## src/rtl/board_cursor_decoder_if.sv

```systemverilog
// Mouse-side bus of the board cursor decoder: relative moves and button in,
// clamped cursor position and decoded board cell out.
interface board_cursor_decoder_if;
  logic              move_valid;
  logic signed [8:0] dx;
  logic signed [8:0] dy;
  logic              button_in;
  logic [7:0]        cursor_px;
  logic [6:0]        cursor_py;
  logic [2:0]        mouse_x;
  logic [2:0]        mouse_y;
  logic              on_board;
  logic              cell_valid;
  logic              click;

  modport master (
    output move_valid, dx, dy, button_in,
    input  cursor_px, cursor_py, mouse_x, mouse_y, on_board, cell_valid, click
  );

  modport slave (
    input  move_valid, dx, dy, button_in,
    output cursor_px, cursor_py, mouse_x, mouse_y, on_board, cell_valid, click
  );
endinterface

```

## src/rtl/board_cursor_decoder.sv

```systemverilog
// Tracks a clamped mouse cursor and decodes it into an 8x8 board cell by
// iterative subtraction of the cell pitch, one axis per lane.

// One axis lane: clamped position plus a remainder/quotient divider.
module board_cursor_axis #(
  parameter int PW     = 8,
  parameter int MAXV   = 159,
  parameter int INIT   = 80,
  parameter int CELL   = 17,
  parameter int ORIGIN = 1,
  parameter int GRID   = 8
) (
  input  logic               clk,
  input  logic               reset,
  input  logic               ld_i,
  input  logic               div_i,
  input  logic [9:0]         delta_i,
  output logic [PW-1:0]      pos_o,
  output logic signed [10:0] rem_nx_o,
  output logic [3:0]         quo_nx_o,
  output logic               more_o
);
  localparam logic signed [11:0] MAX_S  = 12'(MAXV);
  localparam logic signed [10:0] CELL_S = 11'(CELL);
  localparam logic signed [10:0] ORG_S  = 11'(ORIGIN);
  localparam logic [3:0]         GRID_Q = 4'(GRID);

  logic [PW-1:0]      pos_q, pos_d;
  logic signed [10:0] rem_q, rem_d;
  logic [3:0]         quo_q, quo_d;
  logic signed [11:0] sum;

  always_comb begin
    pos_d = pos_q;
    rem_d = rem_q;
    quo_d = quo_q;
    sum   = $signed(12'(pos_q)) + $signed({{2{delta_i[9]}}, delta_i});
    if (ld_i) begin
      if (sum < 12'sd0)       pos_d = '0;
      else if (sum > MAX_S)   pos_d = MAX_S[PW-1:0];
      else                    pos_d = sum[PW-1:0];
      rem_d = $signed(11'(pos_d)) - ORG_S;
      quo_d = '0;
    end else if (div_i && rem_q >= CELL_S && quo_q < GRID_Q) begin
      rem_d = rem_q - CELL_S;
      quo_d = quo_q + 4'd1;
    end
  end

  // Look-ahead stop so the last subtracting cycle is also the last DIV cycle.
  assign more_o   = (rem_d >= CELL_S) && (quo_d < GRID_Q);
  assign pos_o    = pos_q;
  assign rem_nx_o = rem_d;
  assign quo_nx_o = quo_d;

  always_ff @(posedge clk) begin
    if (reset) begin
      pos_q <= PW'(INIT);
      rem_q <= '0;
      quo_q <= '0;
    end else begin
      pos_q <= pos_d;
      rem_q <= rem_d;
      quo_q <= quo_d;
    end
  end
endmodule

module board_cursor_decoder #(
  parameter int CELL   = 17,
  parameter int ORIGIN = 1,
  parameter int GRID   = 8,
  parameter int SCR_W  = 160,
  parameter int SCR_H  = 120
) (
  input logic                   clk,
  input logic                   reset,
  board_cursor_decoder_if.slave bus
);
  typedef enum logic [1:0] {IDLE, ACCUM, DIV, DONE} state_e;

  localparam logic signed [10:0] LAST_S = 11'(CELL - 2);
  localparam logic [3:0]         GRID_Q = 4'(GRID);

  state_e               state_q, state_d;
  logic [1:0][9:0]      pend_q, pend_d;
  logic                 pend_flag_q, pend_flag_d;
  logic [1:0][2:0]      mouse_q, mouse_d;
  logic                 on_board_q, on_board_d;
  logic                 cell_valid_q, cell_valid_d;
  logic                 click_q, click_d;
  logic                 click_pend_q, click_pend_d;
  logic                 btn_q;
  logic [1:0][8:0]      mv;
  logic [1:0][10:0]     rem_nx;
  logic [1:0][3:0]      quo_nx;
  logic [1:0]           more;
  logic                 ld, dv;

  assign mv[0] = bus.dx;
  assign mv[1] = bus.dy;
  assign ld    = (state_q == ACCUM);
  assign dv    = (state_q == DIV);

  for (genvar g = 0; g < 2; g++) begin : g_ax
    localparam int PW   = (g == 0) ? 8 : 7;
    localparam int MAXV = (g == 0) ? SCR_W - 1 : SCR_H - 1;
    localparam int INIT = (g == 0) ? SCR_W / 2 : SCR_H / 2;
    logic [PW-1:0] pos;
    board_cursor_axis #(
      .PW(PW), .MAXV(MAXV), .INIT(INIT), .CELL(CELL), .ORIGIN(ORIGIN), .GRID(GRID)
    ) u_ax (
      .clk      (clk),
      .reset    (reset),
      .ld_i     (ld),
      .div_i    (dv),
      .delta_i  (pend_q[g]),
      .pos_o    (pos),
      .rem_nx_o (rem_nx[g]),
      .quo_nx_o (quo_nx[g]),
      .more_o   (more[g])
    );
    if (g == 0) begin : g_x
      assign bus.cursor_px = pos;
    end else begin : g_y
      assign bus.cursor_py = pos;
    end
  end

  function automatic logic [9:0] sat_add(input logic [9:0] a, input logic [8:0] b);
    logic signed [10:0] s;
    s = $signed({a[9], a}) + $signed({{2{b[8]}}, b});
    if (s > 11'sd511)       return 10'h1FF;
    else if (s < -11'sd511) return 10'h201;
    else                    return s[9:0];
  endfunction

  always_comb begin
    state_d      = state_q;
    pend_d       = pend_q;
    pend_flag_d  = pend_flag_q;
    click_pend_d = click_pend_q;
    click_d      = 1'b0;
    cell_valid_d = 1'b0;
    on_board_d   = 1'b1;
    for (int g = 0; g < 2; g++) begin
      mouse_d[g] = quo_nx[g][2:0];
      if ($signed(rem_nx[g]) < 11'sd0 || $signed(rem_nx[g]) > LAST_S || quo_nx[g] >= GRID_Q)
        on_board_d = 1'b0;
    end

    // ACCUM consumes the pending sum; a move arriving that cycle starts a new one.
    if (state_q == ACCUM) begin
      pend_d      = '0;
      pend_flag_d = 1'b0;
    end
    if (bus.move_valid) begin
      for (int g = 0; g < 2; g++) pend_d[g] = sat_add(pend_d[g], mv[g]);
      pend_flag_d = 1'b1;
    end

    case (state_q)
      IDLE: begin
        if (click_pend_q) begin
          click_d      = on_board_q;
          click_pend_d = 1'b0;
        end else if (bus.move_valid || pend_flag_q) begin
          state_d = ACCUM;
        end
      end
      ACCUM: state_d = DIV;
      DIV: begin
        if (!more[0] && !more[1]) begin
          state_d      = DONE;
          cell_valid_d = 1'b1;
        end
      end
      DONE: state_d = IDLE;
    endcase

    if (bus.button_in && !btn_q) click_pend_d = 1'b1;
  end

  // Reset parks the FSM in ACCUM so a start-up decode follows release.
  always_ff @(posedge clk) begin
    if (reset) begin
      state_q      <= ACCUM;
      pend_q       <= '0;
      pend_flag_q  <= 1'b0;
      mouse_q      <= '0;
      on_board_q   <= 1'b0;
      cell_valid_q <= 1'b0;
      click_q      <= 1'b0;
      click_pend_q <= 1'b0;
      btn_q        <= 1'b0;
    end else begin
      state_q      <= state_d;
      pend_q       <= pend_d;
      pend_flag_q  <= pend_flag_d;
      cell_valid_q <= cell_valid_d;
      click_q      <= click_d;
      click_pend_q <= click_pend_d;
      btn_q        <= bus.button_in;
      if (cell_valid_d) begin
        mouse_q    <= mouse_d;
        on_board_q <= on_board_d;
      end
    end
  end

  assign bus.mouse_x    = mouse_q[0];
  assign bus.mouse_y    = mouse_q[1];
  assign bus.on_board   = on_board_q;
  assign bus.cell_valid = cell_valid_q;
  assign bus.click      = click_q;
endmodule
```

## src/flat_wrapper.sv

```systemverilog
// flat-port wrapper written by rule: the top's interface ports become plain ports
module board_cursor_decoder_flat 
#(
  parameter int CELL   = 17,
  parameter int ORIGIN = 1,
  parameter int GRID   = 8,
  parameter int SCR_W  = 160,
  parameter int SCR_H  = 120
)
  (clk, reset, bus_move_valid, bus_dx, bus_dy, bus_button_in, bus_cursor_px, bus_cursor_py, bus_mouse_x, bus_mouse_y, bus_on_board, bus_cell_valid, bus_click);
  board_cursor_decoder_if bus_i ();
  input logic clk;
  input logic reset;
  input wire logic [$bits(bus_i.move_valid)-1:0] bus_move_valid;
  input wire logic [$bits(bus_i.dx)-1:0] bus_dx;
  input wire logic [$bits(bus_i.dy)-1:0] bus_dy;
  input wire logic [$bits(bus_i.button_in)-1:0] bus_button_in;
  output wire logic [$bits(bus_i.cursor_px)-1:0] bus_cursor_px;
  output wire logic [$bits(bus_i.cursor_py)-1:0] bus_cursor_py;
  output wire logic [$bits(bus_i.mouse_x)-1:0] bus_mouse_x;
  output wire logic [$bits(bus_i.mouse_y)-1:0] bus_mouse_y;
  output wire logic [$bits(bus_i.on_board)-1:0] bus_on_board;
  output wire logic [$bits(bus_i.cell_valid)-1:0] bus_cell_valid;
  output wire logic [$bits(bus_i.click)-1:0] bus_click;
  assign bus_i.move_valid = bus_move_valid;
  assign bus_i.dx = bus_dx;
  assign bus_i.dy = bus_dy;
  assign bus_i.button_in = bus_button_in;
  assign bus_cursor_px = bus_i.cursor_px;
  assign bus_cursor_py = bus_i.cursor_py;
  assign bus_mouse_x = bus_i.mouse_x;
  assign bus_mouse_y = bus_i.mouse_y;
  assign bus_on_board = bus_i.on_board;
  assign bus_cell_valid = bus_i.cell_valid;
  assign bus_click = bus_i.click;
  board_cursor_decoder #(.CELL(CELL), .ORIGIN(ORIGIN), .GRID(GRID), .SCR_W(SCR_W), .SCR_H(SCR_H)) u_core (.clk(clk), .reset(reset), .bus(bus_i));
endmodule
```

## config.mk

```make
export PLATFORM = sky130hd
export DESIGN_NAME = board_cursor_decoder_flat
export DESIGN_NICKNAME = d
export VERILOG_FILES = /design/src/rtl/board_cursor_decoder_if.sv /design/src/rtl/board_cursor_decoder.sv /design/src/flat_wrapper.sv
export SDC_FILE = /design/constraint.sdc
export NUM_CORES = 1
export LEC_CHECK = 0
export CORE_MARGIN = 2
export CORE_UTILIZATION = 35
export DETAILED_ROUTE_END_ITERATION = 10
export GPL_TIMING_DRIVEN = 0
export PLACE_DENSITY_LB_ADDON = 0.08
export SETUP_SLACK_MARGIN = 0.2
export SLEW_MARGIN = 20
export SYNTH_ARGS = -nofsm -noshare
export SYNTH_HDL_FRONTEND = slang
export SYNTH_SLANG_ARGS = --single-unit
```

## constraint.sdc

```tcl
create_clock -name clk -period 5.4 [get_ports clk]
set_input_delay 0.54 -clock clk [delete_from_list [all_inputs] [get_ports clk]]
set_output_delay 0.54 -clock clk [all_outputs]
set_load 0.005 [all_outputs]
```

# After elaboration in Yosys (flattened, before gate mapping)
# Cells that the tools add are included.
totals:
  register_bits: 79
  out_inout_bits: 24
op_classes:
  addsub: 10
  order_cmp: 22
  n_eq_ne: 6
  n_mux: 32
  n_bitwise: 2
  reduce_logical: 21
ops:
  columns: ["cell", "n"]
  rows:
  - ["$ge 11x6->1 const B", 4]
  - ["$mux 11", 4]
  - ["$mux 10", 4]
  - ["$mux 20", 2]
  - ["$lt 12x1->1 const B", 2]
  - ["$mux 8", 3]
  - ["$add 10x9->11", 2]
  - ["$gt 11x10->1 const B", 2]
  - ["$gt 11x5->1 const B", 2]
  - ["$lt 11x1->1 const B", 2]
  - ["$lt 11x10->1 const B", 2]
  - ["$sub 11x6->11 const B", 2]
  - ["$mux 7", 3]
  - ["$lt 4x4->1 const B", 4]
  - ["$mux 4", 4]
  - ["$gt 12x8->1 const B", 1]
  - ["$gt 12x9->1 const B", 1]
  - ["$add 8x10->11", 1]
  - ["$add 9x10->11", 1]
  - ["$sub 8x1->9 const B", 1]
  - ["$add 4x1->4 const B", 2]
  - ["$ge 4x4->1 const B", 2]
  - ["$logic_and 1x1->1", 8]
  - ["$mux 1", 8]
  - ["other kinds (14)", 26]

# Longest topological paths before layout
# Gate-level depths: netlist (run 1).
logic_depth:
  depth_word: 13
  ltp_mapped: 21

# Modules after synthesis
# From an unflattened synthesis (run 1), not the netlist that was laid out.
unflattened:
  hier_cells: 813
  hier_area_um2: 6426.2
modules_own_cells:
  columns: ["module", "n_inst", "cells_each", "area_each_um2"]
  rows:
  - ["board_cursor_decoder", 1, 319, 2541.2]
  - ["board_cursor_axis (u_core.g_ax[0].u_ax)", 1, 259, 2064.5]
  - ["board_cursor_axis (u_core.g_ax[1].u_ax)", 1, 235, 1820.5]

# Worst setup path after synthesis (run 1)
# Ideal clock, no wire load.
synth_timing:
  path_kind: "register -> register"
  startpoint: "register u_core.g_ax[1].u_ax.pos_q[0]"
  endpoint: "register u_core.mouse_q, in the netlist u_core.bus.mouse_x[0]"
  arrival_ns: 4.764
  required_time_ns: 5.279
  setup_slack_ns: 0.515
  stages_incl_launch_ff: 22
  n_path_buf: 2
  synth_period_minus_slack_ns: 4.885
  cell_sequence: "dfxtp_1 -> ha_1 -> fa_1 -> a211o_1 -> a2111oi_0 -> nand3b_1 -> nand4_1 -> nor2b_1 -> a21oi_1 -> o22ai_1 -> inv_1 -> o21ai_0 -> ha_1 -> clkbuf_1 -> nor3b_1 -> and4_1 -> a311oi_1 -> or4_1 -> a221oi_2 -> o221a_1 -> buf_6 -> mux2_4"
synth_between:
  elab_chain_len: 13
  elab_cells_between_ends: 14
  classes_between: "2 x add/sub; 3 x order compare; 6 x mux; 3 x reduce/logical"
synth_lines:
  columns: ["item", "line_no", "source"]
  rows:
  - ["from (decl)", "board_cursor_decoder.sv:28", "logic [PW-1:0] pos_q, pos_d;"]
  - ["from (signal assigned)", "board_cursor_decoder.sv:58", "pos_q <= PW'(INIT);"]
  - ["from (signal assigned)", "board_cursor_decoder.sv:62", "pos_q <= pos_d;"]
  - ["$add 8x10->11 *", "board_cursor_decoder.sv:37", "sum = $signed(12'(pos_q)) + $signed({{2{delta_i[9]}}, delta_i});"]
  - ["$gt 12x8->1", "board_cursor_decoder.sv:40", "else if (sum > MAX_S) pos_d = MAX_S[PW-1:0];"]
  - ["$mux 7", "board_cursor_decoder.sv:40", null]
  - ["$mux 7 *", "board_cursor_decoder.sv:39", "if (sum < 12'sd0) pos_d = '0;"]
  - ["$mux 7 *", "board_cursor_decoder.sv:38", "if (ld_i) begin"]
  - ["$sub 7x1->8 *", "board_cursor_decoder.sv:42", "rem_d = $signed(11'(pos_d)) - ORG_S;"]
  - ["$mux 11 *", "board_cursor_decoder.sv:38", null]
  - ["$ge 11x6->1 *", "board_cursor_decoder.sv:51", "assign more_o = (rem_d >= CELL_S) && (quo_d < GRID_Q);"]
  - ["$logic_and 1x1->1 *", "board_cursor_decoder.sv:51", null]
  - ["$logic_not 1->1 *", "board_cursor_decoder.sv:173", "if (!more[0] && !more[1]) begin"]
  - ["$logic_and 1x1->1 *", "board_cursor_decoder.sv:173", null]
  - ["$mux 1 *", "board_cursor_decoder.sv:173", null]
  - ["$mux 1 *", "board_cursor_decoder.sv:162", "case (state_q)"]
  - ["to (signal assigned)", "board_cursor_decoder.sv:205", "mouse_q <= mouse_d;"]
  - ["to (decl)", "board_cursor_decoder.sv:88", "logic [1:0][2:0] mouse_q, mouse_d;"]
# Every way passes the cells marked *; elsewhere a longest branch is shown, timed or not. The select of a mux whose other input is x is not followed.
# A chain may end at the register's enable or synchronous reset.

# Worst setup path in the final report (run 1)
layout_timing:
  startpoint: "register u_core.g_ax[1].u_ax.pos_q[0]"
  endpoint: "register u_core.mouse_q, in the netlist u_core.bus.mouse_y[1]"
# Same word-level chain as after synthesis.

==> results of run 1 <==
## routing by layer
layer | part of all wire | vias to the layer above | track usage
met4 | 0.025 | 0 | 0.0744
met5 | 0 | - | 0
met3 | 0.027 | 33 | 0.0242
met2 | 0.47 | 112 | 0.326
met1 | 0.48 | 2828 | 0.248
li1 | - | 3055 | -
## worst paths after layout
check | slack, ps | endpoint | cells after the start
worst min-delay path | 460 | u_core.bus.click | 2
worst max-delay path | 440 | u_core.bus.mouse_y[1] | 21
worst max register to register | 440 | u_core.bus.mouse_y[1] | 21
worst min register to register | 460 | u_core.bus.click | 2
## report_power, final
part	total, mW	internal, mW	switching, mW
Clock	0.680	0.415	0.265
Sequential	0.921	0.738	0.183
Combinational	3.01	1.25	1.76
## kinds of logic (layout without fill, tap and decap cells)
logic type	count (synthesis)	in the layout	share of synthesized area
AND/OR/NAND/NOR	298	298	0.240
adder cells (fa/ha/maj)	55	55	0.111
AO/OA/AOI/OAI	232	232	0.264
XOR/XNOR	42	42	0.0590
multiplexers	16	16	0.0299
flip-flops	79	79	0.249
buffers and inverters	76	142	0.0478
## area by class of cell
type	instances	area [um^2]	share of cell area
timing repair buffer	51	493	0.0650
multi-input combinational	643	4580	0.604
sequential	79	1580	0.209
inverter	42	159	0.0210
clock buffer	10	239	0.0315
clock inverter	5	82.6	0.0109
buffer	34	155	0.0205
tap	229	287	0.0378
## metrics by stage
stage | utilization | instance area [um^2]
3_5_place_dp | 0.396 | 7090
3_3_place_gp | 0.396 | 7090
6_report | 0.423 | 7580
2_1_floorplan | - | 6360
5_1_grt | 0.423 | 7580
4_1_cts | 0.416 | 7460
## registers in the layout (all words and copies together) (netlist names)
signal	cells
u_core.g_ax.u_ax.pos_o	15
u_core.bus.click	1
u_core.pend_q	20
u_core.g_ax.u_ax.rem_q	22
u_core.bus.cell_valid	1
u_core.pend_flag_q	1
u_core.g_ax.u_ax.quo_q	8
u_core.bus.mouse_x	3
u_core.bus.on_board	1
u_core.bus.mouse_y	3
u_core.click_pend_q	1
u_core.state_q	2
u_core.btn_q	1
## what timing repair did
item,in CTS,in global routing
setup endpoints to repair,26,15
resized for setup,8,23
pin swaps,6,11
setup buffers,3,4
## cells in the final DEF, fill, tap and decap left out, drive strengths merged, types with 8 or more instances in the layout
master | Yosys | final
a31oi | 8 | 8
a21o | 10 | 10
a21oi | 53 | 53
ha | 46 | 46
nor3b | 9 | 9
nor3 | 21 | 21
nand2b | 13 | 13
clkdlybuf4s50 | 0 | 44
buf | 7 | 12
a211o | 9 | 9
o21ai | 28 | 28
o21a | 12 | 12
nor2b | 40 | 40
o211ai | 10 | 10
xnor2 | 28 | 28
nand2 | 52 | 52
xor2 | 14 | 14
inv | 41 | 41
or3 | 9 | 9
nor2 | 92 | 92
clkbuf | 27 | 39
nand3 | 18 | 18
dfxtp | 79 | 79
a211oi | 33 | 33
mux2i | 10 | 10
## critical path, delay by kind of cell (launching register included)
family	cells	cell delay [ps]
adder cells (fa/ha/maj)	3	780
AO/OA/AOI/OAI	8	1610
multiplexers	1	300
AND/OR/NAND/NOR	6	1400
flip-flops	1	360
buffers and inverters	3	400
==> flow_summary.yaml, run 1 <==
worst_setup_path:
  cp_cell_sequence: "ha_4 -> fa_2 -> a211o_1 -> a2111oi_2 -> nand3b_1 -> nand4_1 -> nor2b_4 -> a21oi_2 -> o22ai_4 -> inv_2 -> o21ai_0 -> ha_2 -> clkbuf_4 -> nor3b_2 -> and4_1 -> a311oi_1 -> or4_1 -> a221oi_2 -> o221a_1 -> buf_6 -> mux2_4"
  worstPathMaxFanout: 8
  end_kind: "flop"
  rr_startpoint: "u_core.g_ax[1].u_ax.pos_o[0]"
  cpMaxStageDelayCell: "or4_1"
  path_class: "reg2reg"
  startpoint: "u_core.g_ax[1].u_ax.pos_o[0]"
  cp.required_ps: 5640
  critPathArrivalTime_ps: 5200
  max_stage_delay_ps: 570
  startpoint_type: "flop"
sta:
  slew_viol_final: 0
  setup_ws_ps: 439
  min_period_ps: 4960
  grt_setup_unrepaired: "yes"
  fmax_ghz: 0.202
  relSlewSlack: 0.493
  final-setup-viol-count: 0
  worstMarginPinSlew_ps: 760
  fin_crit_sh: 0.919
  setup_tns_ps: 0
  holdWs_ps: 463
  hold_viol: 0
  skew_ps: 9.89
logic_synthesis:
  synth_cells: 798
  ys.warnings.count: 0
  ys_types: 88
  synth_nets: 870
  synth_ff_type: "dfxtp_1"
  synth.most_common_cell: "nor2_1"
  ys_seq_area_frac: 0.249
  ys_async_sr_fraction: 0
  syn_area_per_cell_um2: 7.97
  synth_common_cells: "92 x nor2_1, 79 x dfxtp_1, 51 x a21oi_1, 51 x nand2_1, 46 x ha_1"
  synth-edff-count: 0
  ys_ff_latch: 79
  synth_top_area_share: 0.249
  yosys.area.top_type: "dfxtp_1"
  synth.area.top_cells: "dfxtp_1 25%, ha_1 9.0%, nor2_1 5.4%"
  syn_area_mm2: 0.00636
routing:
  drt.antenna.violating_nets: 0
  wirelength_um: 18700
  firstDrtPassIters: 5
  drt-wirelength-per-cell_um: 17.1
  drt_iter0_drc: 425
  via_count: 6028
  vias_per_cell: 5.52
  drc: 0
clock_network:
  clkTransAtPathRegs_ps: 70
  h-tree-depth: 3
  cts_tree: "yes"
  clk_path_buf_depth: 2
  root_buffer: "clkbuf_16"
  cts.sinks: 79
  clock_latency_ps: 350
  hold_buffers: 0
  numCtsBuffers: 9
floorplanning:
  start_util: 0.355
  dieArea_mm2: 0.0193
  fp-row-count: 49
  io_pins: 46
  core_mm2: 0.0179
  die_w_um: 139
  die_h_um: 139
pwr:
  vdd_drop_max_v: 0.000184
  total_power_mw: 4.61
  p_leak_nw: 3.03
  cellPowerDensity_mw_per_mm2: 609
global_route:
  grt_usage: 0.192
  first_global_vias: 5832
  grt_max_degree: 14
  overflow: 0
  antenna_found_initial: 0
  grt_pass1_wl_um: 29900
cells_and_area:
  final_cells: 1093
  fill_cells: 1829
  synthToLayoutAreaGrowth_pct: 19.1
  drive_gt1_frac: 0.0914
  nets: 932
  n_antenna_cell: 0
worst_hold_path:
  min_path_type: "reg2reg"
  hold_start: "u_core.click_pend_q"
placed_design:
  place_ws_ps: -195
  port_buffers: 44
  dp_hpwl_um: 14600
  gp_congestion: 0.858
  dpl.cell_count: 1071
run:
  maxCapViolCount: 0
run_status:
  outcome: "finished clean"
(Power assumes the default switching activity.)
==> inputs of run 2 (changes only) <==
--- a/config.mk
+++ b/config.mk
@@ -9,9 +9,10 @@
 export CORE_UTILIZATION = 35
 export DETAILED_ROUTE_END_ITERATION = 10
 export GPL_TIMING_DRIVEN = 0
-export PLACE_DENSITY_LB_ADDON = 0.08
+export PLACE_DENSITY = 0.6
 export SETUP_SLACK_MARGIN = 0.2
 export SLEW_MARGIN = 20
 export SYNTH_ARGS = -nofsm -noshare
 export SYNTH_HDL_FRONTEND = slang
 export SYNTH_SLANG_ARGS = --single-unit
+export TNS_END_PERCENT = 20
==> run 2 against run 1 <==
Against the previous run:
- cell area is 1.4% lower
- non-clock buffer count down 3
- worst setup slack got worse by 140 ps
- maximum frequency is 2.8% lower
- hold slack better by 20 ps
- sequential share of layout area is 0.28 points higher
- cell count shrank 0.18%
==> flow_summary.yaml, run 2 (same netlist as run 1, synthesis figures left out) <==
routing:
  via_count: 5871
  drt_iter0_drc: 390
  vias_per_cell: 5.38
  drt-wirelength-per-cell_um: 15.9
  firstDrtPassIters: 5
  wirelength_um: 17400
  drc: 0
  drt.antenna.violating_nets: 0
global_route:
  overflow: 0
  grt_usage: 0.176
  grt_pass1_wl_um: 27600
  grt_max_degree: 15
  antenna_found_initial: 0
  first_global_vias: 5395
clock_network:
  h-tree-depth: 3
  cts_tree: "yes"
  clk_path_buf_depth: 2
  root_buffer: "clkbuf_16"
  cts.sinks: 79
  clkTransAtPathRegs_ps: 60
  clock_latency_ps: 350
  numCtsBuffers: 9
sta:
  worstMarginPinSlew_ps: 826
  setup_ws_ps: 298
  fin_crit_sh: 0.945
  grt_setup_unrepaired: "yes"
  min_period_ps: 5100
  final-setup-viol-count: 0
  holdWs_ps: 483
  hold_viol: 0
  fmax_ghz: 0.196
  relSlewSlack: 0.445
  slew_viol_final: 0
  skew_ps: 7.61
worst_setup_path:
  crit_family: "compound AO/OA/AOI/OAI gates"
  cpMaxStageDelayCell: "or4_1"
  cp_cell_sequence: "ha_2 -> fa_2 -> a211o_1 -> a2111oi_1 -> nand3b_1 -> nand4_1 -> nor2b_1 -> a21oi_1 -> o22ai_2 -> inv_1 -> o21ai_0 -> ha_2 -> buf_2 -> nor3b_2 -> and4_1 -> a311oi_1 -> or4_1 -> a221oi_2 -> o221a_1 -> buf_6 -> mux2_4"
  path_buf_inv: 3
  max_stage_delay_ps: 520
  rr_startpoint: "u_core.g_ax[1].u_ax.pos_o[0]"
  cp_common_cell: "ha_2"
  cp.required_ps: 5630
  path_class: "reg2reg"
  critPathArrivalTime_ps: 5340
  startpoint_type: "flop"
  end_kind: "flop"
  worstPathMaxFanout: 8
  startpoint: "u_core.g_ax[1].u_ax.pos_o[0]"
pwr:
  netSwitchingPower_mw: 2.10
  p_sw_frac: 0.474
  vdd_drop_max_v: 0.000199
  total_power_mw: 4.43
  p_leak_nw: 2.99
  intPower_mw: 2.33
  cellPowerDensity_mw_per_mm2: 593
  clkPwrFrac: 0.150
  p_seq_frac: 0.206
  power_frac_comb: 0.644
cells_and_area:
  nets: 929
  final_cell_mix: "92 x nor2_1, 79 x dfxtp_1, 51 x nand2_1, 51 x a21oi_1"
  top_register: "u_core.g_ax.u_ax.rem_q"
  drive_gt1_frac: 0.0766
  layout_commonest_cell: "nor2_1"
  n_antenna_cell: 0
  largest_register_ffs: 22
  synthToLayoutAreaGrowth_pct: 17.4
floorplanning:
  core_mm2: 0.0179
  fp-row-count: 49
  die_w_um: 139
  start_util: 0.355
  dieArea_mm2: 0.0193
  die_h_um: 139
  io_pins: 46
run_status:
  outcome: "finished clean"
worst_hold_path:
  min_path_type: "reg2reg"
  hold_start: "u_core.btn_q"
run:
  maxCapViolCount: 0
placed_design:
  place_ws_ps: -125
  port_buffers: 44
  dp_hpwl_um: 13400
  gp_congestion: 0.895
==> run 2: cell types whose count changed in the layout (fill, tap and decap cells not counted), sizes merged <==
cell      previous run  this run
clkinv               1         4
clkbuf              39        36
clkinvlp             3         2
buf                 12        11
==> run 2: path summary, 6_finish.rpt <==
| kind | to | slack, ps | cells after the start |
|---|---|---|---|
| setup / recovery | u_core.bus.mouse_y[1] | 300 | 21 |
| hold reg to reg | u_core.click_pend_q | 480 | 2 |
| setup reg to reg | u_core.bus.mouse_y[1] | 300 | 21 |
| hold / removal | u_core.click_pend_q | 480 | 2 |
==> run 2: stage by stage <==
stage	cells	instance area, um^2	util	setup TNS [ps]
detailed placement	1071	7090	0.396	-716
CTS	1089	7430	0.415	0
global placement	1071	7090	0.396	-541
global route	1091	7470	0.417	0
floorplan	798	6360	-	0
finish	1091	7470	0.417	0
==> run 2: power groups by stage <==
stage | Sequential [mW] | Clock [mW] | Combinational [mW]
2_1_floorplan | 0.869 | 0 | 2.09
3_3_place_gp | 0.923 | 0 | 2.75
3_5_place_dp | 0.926 | 0 | 2.77
4_1_cts | 0.915 | 0.678 | 2.81
5_1_grt | 0.935 | 0.700 | 3.15
6_report | 0.915 | 0.665 | 2.86
==> run 2: worst reg2reg max path: cells and delay by family (launching register included) <==
family	cells	cell delay [ps]
muxes	1	300
DFF	1	350
buffers and inverters	3	430
AOI/OAI and AO/OA	8	1700
and+or+nand+nor	6	1390
adders and majority gates	3	810
==> run 2: final cells by class <==
type                    count  area, um^2
plain buffers              34         151
clock buffers               9         225
clock inverters             7        97.6
fillers                  1849       10400
inverters                  42         158
multi-input cells         643        4500
flip-flops and latches     79        1580
well taps                 229         287
repair buffers             48         470
==> run 2: metal layers <==
| layer | share of wire | wire length, um | up-vias | global-route usage |
|---|---|---|---|---|
| met3 | 0.038 | 667 | 32 | 0.0280 |
| li1 | - | - | 3041 | - |
| met5 | 0 | 0 | - | 0 |
| met4 | 0.020 | 352 | 0 | 0.0590 |
| met1 | 0.50 | 8620 | 2665 | 0.241 |
| met2 | 0.44 | 7730 | 133 | 0.283 |
==> run 2: timing repair <==
item	CTS	global route
setup endpoints to repair	12	29
buffers inserted	2	2
resized for setup	2	12
gates cloned	0	0
pin swaps	2	4
hold buffers	0	0
==> inputs of run 3 (changes only) <==
--- a/config.mk
+++ b/config.mk
@@ -5,11 +5,13 @@
 export SDC_FILE = /design/constraint.sdc
 export NUM_CORES = 1
 export LEC_CHECK = 0
+export CAP_MARGIN = 5
 export CORE_MARGIN = 2
 export CORE_UTILIZATION = 35
+export CTS_BUF_LIST = sky130_fd_sc_hd__clkbuf_16
 export DETAILED_ROUTE_END_ITERATION = 10
 export GPL_TIMING_DRIVEN = 0
-export PLACE_DENSITY = 0.6
+export PLACE_DENSITY = 0.62
 export SETUP_SLACK_MARGIN = 0.2
 export SLEW_MARGIN = 20
 export SYNTH_ARGS = -nofsm -noshare
==> constraint.sdc (replaced) <==
create_clock -name clk -period 4.65 [get_ports clk]
set_input_delay 0.465 -clock clk [delete_from_list [all_inputs] [get_ports clk]]
set_output_delay 0.465 -clock clk [all_outputs]
set_load 0.005 [all_outputs]
==> run 3 against run 2 <==
Against the previous run:
- the flow now finishes with violations (negative setup slack)
- hold slack worse by 13 ps
- via count is 1.2% higher
- sequential power up 17%
- clock power shrank 6.2%
- worst setup slack got worse by 440 ps
- largest cell class unchanged
- register-to-register slack worse by 440 ps
==> flow_summary.yaml, run 3 (same netlist as run 1, synthesis figures left out) <==
sta:
  skew_ps: 7.60
  worstMarginPinSlew_ps: 795
  fin_crit_sh: 1.03
  setup_ws_ps: -139
  grt_setup_unrepaired: "yes"
  slew_viol_final: 0
  relSlewSlack: 0.470
  holdWs_ps: 470
  min_period_ps: 4790
  fmax_ghz: 0.209
  final-setup-viol-count: 7
  hold_viol: 0
clock_network:
  cts_tree: "yes"
  clk_path_buf_depth: 2
  clkTransAtPathRegs_ps: 60
  root_buffer: "clkbuf_16"
  h-tree-depth: 3
  cts.sinks: 79
  hold_buffers: 0
  numCtsBuffers: 9
  clock_latency_ps: 350
pwr:
  cellPowerDensity_mw_per_mm2: 696
  p_leak_nw: 3.06
  total_power_mw: 5.30
  vdd_drop_max_v: 0.000267
worst_setup_path:
  crit_end: "u_core.bus.mouse_x[1]"
  cp.required_ps: 4890
  rr_endpoint: "u_core.bus.mouse_x[1]"
  path_buf_inv: 3
  cp_cell_sequence: "ha_4 -> fa_2 -> a211o_1 -> a2111oi_4 -> nand3b_1 -> nand4_1 -> nor2b_4 -> a21oi_2 -> o22ai_2 -> inv_2 -> o21ai_2 -> ha_2 -> buf_8 -> nor3b_2 -> and4_1 -> a311oi_2 -> or4_4 -> a221oi_4 -> o221a_1 -> buf_6 -> mux2_4"
  rr_startpoint: "u_core.g_ax[1].u_ax.pos_o[0]"
  reg2reg_slack_ps: -140
  end_kind: "flop"
  startpoint_type: "flop"
  cpMaxStageDelayCell: "or4_4"
  crit_family: "compound AO/OA/AOI/OAI gates"
  reg2reg_depth: 21
  worstPathMaxFanout: 8
  max_stage_delay_ps: 560
  worstSetupPathDepth: 21
  startpoint: "u_core.g_ax[1].u_ax.pos_o[0]"
  path_class: "reg2reg"
  critPathArrivalTime_ps: 5020
cells_and_area:
  fill_cells: 1831
  top_register: "u_core.g_ax.u_ax.rem_q"
  nets: 937
  seqCellArea_mm2: 0.00159
  final_cell_mix: "92 x nor2_1, 77 x dfxtp_1, 50 x nand2_1"
  final_cells: 1097
  drive_gt1_frac: 0.105
  layout_commonest_cell: "nor2_1"
  n_antenna_cell: 0
  largest_register_ffs: 22
  multi_input_area_mm2: 0.00462
  synthToLayoutAreaGrowth_pct: 19.6
floorplanning:
  dieArea_mm2: 0.0193
  core_mm2: 0.0179
  fp-row-count: 49
  io_pins: 46
  start_util: 0.355
  die_h_um: 139
  die_w_um: 139
global_route:
  grt_pass1_wl_um: 28700
  antenna_found_initial: 0
  overflow: 0
  first_global_vias: 5747
  grt_max_degree: 12
  grt_usage: 0.181
placed_design:
  dp_hpwl_um: 13200
  place_ws_ps: -615
  dpl.cell_count: 1071
  gp_congestion: 0.903
  port_buffers: 44
routing:
  vias_per_cell: 5.42
  drt-wirelength-per-cell_um: 15.9
  wirelength_um: 17400
  drt_iter0_drc: 477
  drc: 0
  drt.antenna.violating_nets: 0
  firstDrtPassIters: 5
  via_count: 5941
worst_hold_path:
  min_path_type: "reg2reg"
run_status:
  violations: "negative setup slack"
  outcome: "finished, violations left"
run:
  maxCapViolCount: 0
## run 3: cell type report
cell class,instances,area share
inverters,42,0.0209
multi-input cells,643,0.608
repair buffers,56,0.0697
flip-flops and latches,79,0.209
well taps,229,0.0377
clock buffers,9,0.0296
plain buffers,34,0.0232
clock inverters,5,0.00263
## run 3: worst min-delay path, stage by stage (launching register included)
cell and delay, ps:
dfxtp_1 320, nand2_1 50, nor2_1 60
## run 3: worst min path at each step
stage                        start                   to  slack (ps)  cells after the start
3_5_place_dp   u_core.click_pend_q     u_core.bus.click         480                      2
3_3_place_gp          u_core.btn_q  u_core.click_pend_q         470                      2
4_1_cts        u_core.click_pend_q     u_core.bus.click         480                      2
2_1_floorplan  u_core.click_pend_q     u_core.bus.click         420                      2
5_1_grt        u_core.click_pend_q     u_core.bus.click         500                      2
6_report       u_core.click_pend_q     u_core.bus.click         470                      2
## run 3: layer usage
metal  track usage  wire length (um)  vias up
met4        0.0601               301        0
met1         0.244              8550     2703
met3        0.0269               660       20
met2         0.298              7910      138
li1              -                 -     3080
met5             0                 0        -
## run 3: power breakdown
group	internal, mW	switching, mW	total (mW)
combinational	1.55	2.05	3.60
clock	0.347	0.277	0.624
sequential	0.859	0.210	1.07
total	2.76	2.54	5.30
## run 3: what timing repair did
item	4_1_cts	5_1_grt
pin swaps	12	2
setup buffers	11	1
endpoints found under the setup margin	30	29
resized for setup	26	18
## run 3: through the flow
stage | cell area [um^2] | utilization | setup TNS [ps]
finish | 7610 | 0.425 | -883
global route | 7610 | 0.425 | -2820
CTS | 7530 | 0.421 | -817
detailed placement | 7130 | 0.398 | -14560
global placement | 7130 | 0.398 | -14000
floorplan | 6400 | - | -171
